File: src/rtl/machine_x_pkg.sv
// Shared definitions for the machine_x serializer front end and the
// sequence-detector benches that sit behind it.
package machine_x_pkg;

    // Serializer control states.
    typedef enum logic {
        ST_IDLE  = 1'b0,
        ST_SHIFT = 1'b1
    } ser_state_e;

    // Idle line level. All-ones matches the detector's reset history, so an
    // idle line can never complete a pattern on its own.
    localparam logic IDLE_BIT_DFLT = 1'b1;

    // Patterns recognised by the downstream machine_x detector.
    localparam logic [3:0] DET_PAT4 = 4'b0010;
    localparam logic [4:0] DET_PAT5 = 5'b01000;

endpackage

File: src/rtl/machine_x_serializer.sv
// Parallel-to-serial front end for the machine_x detector. Words arrive over
// a load/ready handshake and leave one bit per clock on a registered output.
// A one-word holding register lets back-to-back words stream with no gap.
module machine_x_serializer
    import machine_x_pkg::*;
#(
    parameter int   WIDTH     = 8,
    parameter bit   LSB_FIRST = 1'b0,
    parameter logic IDLE_BIT  = IDLE_BIT_DFLT
) (
    input  logic             clk,
    input  logic             reset,
    input  logic [WIDTH-1:0] data_in,
    input  logic             load,
    output logic             ready,
    output logic             out,
    output logic             busy,
    output logic             last,
    output logic [7:0]       word_cnt
);

    localparam int              CNT_W    = $clog2(WIDTH);
    localparam logic [CNT_W-1:0] CNT_LAST = CNT_W'(WIDTH - 1);

    ser_state_e       state_q, state_d;
    logic [CNT_W-1:0] bit_cnt_q, bit_cnt_d;
    logic [WIDTH-1:0] sreg_q, sreg_d;
    logic [WIDTH-1:0] hold_q, hold_d;
    logic             hold_valid_q, hold_valid_d;
    logic             out_q, out_d;
    logic             last_q, last_d;
    logic [7:0]       word_cnt_q, word_cnt_d;
    logic             accept;

    // Picks the bit at position c of word w in transmit order.
    function automatic logic tx_bit(input logic [WIDTH-1:0] w,
                                    input logic [CNT_W-1:0] c);
        logic [WIDTH-1:0] tmp;
        if (LSB_FIRST) begin
            tmp = w >> c;
            return tmp[0];
        end else begin
            tmp = w << c;
            return tmp[WIDTH-1];
        end
    endfunction

    assign ready  = reset & ~hold_valid_q;
    assign accept = load & ready;

    // Next-state logic: word sequencing, holding register and output bit.
    always_comb begin
        state_d      = state_q;
        bit_cnt_d    = bit_cnt_q;
        sreg_d       = sreg_q;
        hold_d       = hold_q;
        hold_valid_d = hold_valid_q;
        word_cnt_d   = word_cnt_q;
        case (state_q)
            ST_IDLE: begin
                if (accept) begin
                    sreg_d    = data_in;
                    bit_cnt_d = '0;
                    state_d   = ST_SHIFT;
                end
            end
            ST_SHIFT: begin
                if (bit_cnt_q == CNT_LAST) begin
                    word_cnt_d = word_cnt_q + 8'd1;
                    bit_cnt_d  = '0;
                    if (hold_valid_q) begin
                        // ready is low here, so no new word can collide.
                        sreg_d       = hold_q;
                        hold_valid_d = 1'b0;
                    end else if (accept) begin
                        sreg_d = data_in;
                    end else begin
                        state_d = ST_IDLE;
                    end
                end else begin
                    bit_cnt_d = bit_cnt_q + CNT_W'(1);
                    if (accept) begin
                        hold_d       = data_in;
                        hold_valid_d = 1'b1;
                    end
                end
            end
            default: state_d = ST_IDLE;
        endcase
        out_d  = (state_d == ST_SHIFT) ? tx_bit(sreg_d, bit_cnt_d) : IDLE_BIT;
        last_d = (state_d == ST_SHIFT) && (bit_cnt_d == CNT_LAST);
    end

    // Control registers with synchronous active-low reset.
    always_ff @(posedge clk) begin
        if (!reset) begin
            state_q      <= ST_IDLE;
            bit_cnt_q    <= '0;
            hold_valid_q <= 1'b0;
            out_q        <= IDLE_BIT;
            last_q       <= 1'b0;
            word_cnt_q   <= 8'd0;
        end else begin
            state_q      <= state_d;
            bit_cnt_q    <= bit_cnt_d;
            hold_valid_q <= hold_valid_d;
            out_q        <= out_d;
            last_q       <= last_d;
            word_cnt_q   <= word_cnt_d;
        end
    end

    // Data registers; their contents are only meaningful under the control flags.
    always_ff @(posedge clk) begin
        sreg_q <= sreg_d;
        hold_q <= hold_d;
    end

    assign out      = out_q;
    assign last     = last_q;
    assign busy     = (state_q == ST_SHIFT);
    assign word_cnt = word_cnt_q;

endmodule

File: config.mk
export PLATFORM = sky130hd
export DESIGN_NAME = machine_x_serializer
export DESIGN_NICKNAME = d
export VERILOG_FILES = /design/src/rtl/machine_x_pkg.sv /design/src/rtl/machine_x_serializer.sv
export SDC_FILE = /design/constraint.sdc
export NUM_CORES = 1
export LEC_CHECK = 0
export BUFFER_PORTS_ARGS = -buffer_cell sky130_fd_sc_hd__buf_2
export CAP_MARGIN = 10
export CORE_MARGIN = 10
export CORE_UTILIZATION = 31
export DETAILED_ROUTE_END_ITERATION = 10
export MAX_ROUTING_LAYER = met4
export SYNTH_ARGS = -nofsm -noshare
export SYNTH_HDL_FRONTEND = slang
export SYNTH_SLANG_ARGS = --single-unit
export TNS_END_PERCENT = 1
File: constraint.sdc
create_clock -name clk -period 5.7 [get_ports clk]
set_input_delay 0.855 -clock clk [delete_from_list [all_inputs] [get_ports clk]]
set_output_delay 0.855 -clock clk [all_outputs]
set_load 0.02 [all_outputs]
==> impl_metrics.json <==
{
  "status": "finished, final reports clean",
  "ctsRootBufferMaster": "clkbuf_8",
  "dpl.cell_count": 238,
  "vias_per_cell": 4.87,
  "async_reset_ff_share_pct": 0,
  "hold_viol_final": 0,
  "syn_avg_cell_area_um2": 9.94,
  "grt_antenna_before_repair": 0,
  "tritoncts.num_buffers": 5,
  "ff2ff_path_depth": 5,
  "diodes": 0,
  "portBuffers": 22,
  "cts_resized": 0,
  "synth_fp_nets": 170,
  "syn_to_final_growth_pct": 16.0,
  "worst_ep_arrival_time_ns": 2.75,
  "cp_top_family": "flip-flops",
  "pin_count": 23,
  "rows": 25,
  "cp-start-kind": "flop",
  "synth_edf_count": 8,
  "antenna_left": 0,
  "drt-pass1-iter-count": 4,
  "period_needed_ns": 2.55,
  "hold_depth": 2,
  "synthCells": 156,
  "cp_slowest_stage_delay_ns": 0.85,
  "worstSetupEndpointType": "flop",
  "grt_usage_pct": 8.75,
  "finalSetupTns_ns": 0,
  "crit_required_ns": 5.90,
  "clock_skew_ns": 0.00812,
  "path_depth": 5,
  "drive_gt1_share_pct": 19.6,
  "synthFlopType": "dfxtp_1",
  "rsz0062_at_grt": "false",
  "grt_max_degree": 26,
  "core_um2": 4790,
  "p_total_w": 0.000517,
  "cts_tree": "yes",
  "worstMarginPinSlew_ns": 0.812,
  "fp.dieH_um": 90.7,
  "drv_cap": 0,
  "placed_area_um2": 1710,
  "start_util_pct": 32.4,
  "drt_iter0_drc": 75,
  "hp-class": "reg -> reg",
  "yosysUniqueCellTypes": 42,
  "gr-total-overflow": 0,
  "wl_mm": 3.38,
  "final_cells": 246,
  "vias": 1198,
  "max_freq_ghz": 0.392,
  "cts_buffer_depth": 2,
  "first_global_vias": 1227,
  "grt_pass1_wl_mm": 5.94,
  "clock_sinks": 31,
  "place_hpwl_mm": 2.42,
  "critPathKind": "reg -> reg",
  "post-cts-setup-buffers": 0,
  "slew_violations": 0,
  "place_congestion": 0.756,
  "p_leak_nw": 0.732,
  "clk_latency_ns": 0.28,
  "stdcell_area_um2": 1800,
  "nets": 192,
  "netlist_area_um2": 1550,
  "cts_hold_buf": 0,
  "path_clk_slew_ns": 0.07,
  "ir_drop_v": 0.000133,
  "htree_levels": 2,
  "min_period_over_period_pct": 44.7,
  "ys_seq_elements": 31,
  "wl_per_cell_um": 13.7,
  "yosysSeqAreaShare_pct": 45.2,
  "crit_chain": "clkinv_1 > a31oi_4 > mux2_4 > or3_1 > a32oi_1",
  "drc": 0,
  "relSlewSlack_pct": 45.8,
  "worstPathMaxFanout": 25,
  "ys.warnings.count": 0,
  "dieWidth_um": 90.7,
  "crit_buf_inv": 1,
  "setup_viol_count_final": 0,
  "dieArea_um2": 8230,
  "powerDensity_nw_per_um2": 287,
  "slowest_stage": "dfxtp_1",
  "utilization_pct": 37.6
}
==> through the flow <==
stage                     worst slack (ns)  hold slack, ns
final                                 3.15           0.506
after global routing                  2.96           0.541
after CTS                             3.16           0.510
after detailed placement              3.05           0.493
after global placement                3.07           0.478
after floorplan                       3.44           0.454
==> cells in the mapped netlist, types with 2 or more instances <==
library cell / instances / area [um^2]
buf_2: 3 / 15.0
o21ai_0: 9 / 45.0
xnor2_1: 6 / 52.6
dfxtp_1: 23 / 460
a32oi_1: 4 / 35.0
inv_1: 4 / 15.0
mux2i_1: 6 / 60.1
nor2b_1: 5 / 31.3
ha_1: 3 / 37.5
and3_1: 3 / 18.8
nor2_1: 6 / 22.5
nand2_1: 13 / 48.8
and2_1: 13 / 81.3
nand3_1: 7 / 35.0
o211ai_1: 7 / 52.6
a21boi_0: 2 / 15.0
o21a_1: 2 / 15.0
clkbuf_1: 3 / 11.3
nand2b_1: 3 / 18.8
a22o_1: 2 / 17.5
a31oi_1: 4 / 25.0
edfxtp_1: 8 / 240
==> layout make-up <==
type	instances	area (um^2)
repair buffers	22	110
inverters	5	18.8
clock buffers	7	86.3
fillers	479	2990
clock inverters	1	5.00
multi-input cells	113	793
well taps	67	83.8
flip-flops and latches	31	701
==> metal layers <==
metal | GRT usage, % | routed length [um]
met4 | 2.79 | 33
met2 | 14.0 | 1560
met1 | 10.2 | 1670
met5 | - | 0
met3 | 2.66 | 120
==> layout by cell type, fill, tap and decap left out, types with 6 or more instances in the layout <==
master and n:
edfxtp_1 8, nand2_1 13, clkbuf_8 6, o21ai_0 9, and2_1 13, dfxtp_1 23
mux2i_1 6, buf_2 22, nor2_1 6, xnor2_1 6, o211ai_1 7, nand3_1 7
==> state kept, by name, summed over array words and instances (netlist names) <==
name and count:
hold_valid_q 1, out 1, word_cnt 8, hold_q 8
bit_cnt_q 3, busy 1, sreg_q 8, last 1
==> worst min-delay path, stage by stage (launching register included) <==
cell,delay [ns]
dfxtp_1,0.33
a32oi_1,0.07
o21ai_0,0.07
==> worst paths after layout <==
kind | from | to | slack [ns]
max | busy | out | 3.15
max reg2reg | busy | out | 3.15
min reg2reg | sreg_q[7] | sreg_q[7] | 0.51
min | sreg_q[7] | sreg_q[7] | 0.51
==> logic make-up (layout without fill, tap and decap cells) <==
kind of cell | count (synthesis) | count (layout) | synth area share (%)
compound gates | 39 | 39 | 18.8
xor+xnor | 7 | 7 | 3.95
fa+ha+maj | 3 | 3 | 2.42
buf+inv | 12 | 35 | 3.63
flops | 31 | 31 | 45.2
mux | 7 | 7 | 4.84
simple gates | 57 | 57 | 21.1
==> power by group <==
part | internal (W) | switching (W)
Clock | 0.0000973 | 0.0000784
Combinational | 0.0000382 | 0.0000414
Sequential | 0.000245 | 0.0000167
Total | 0.000380 | 0.000137
Note: power is estimated with default switching activity, not from simulation.
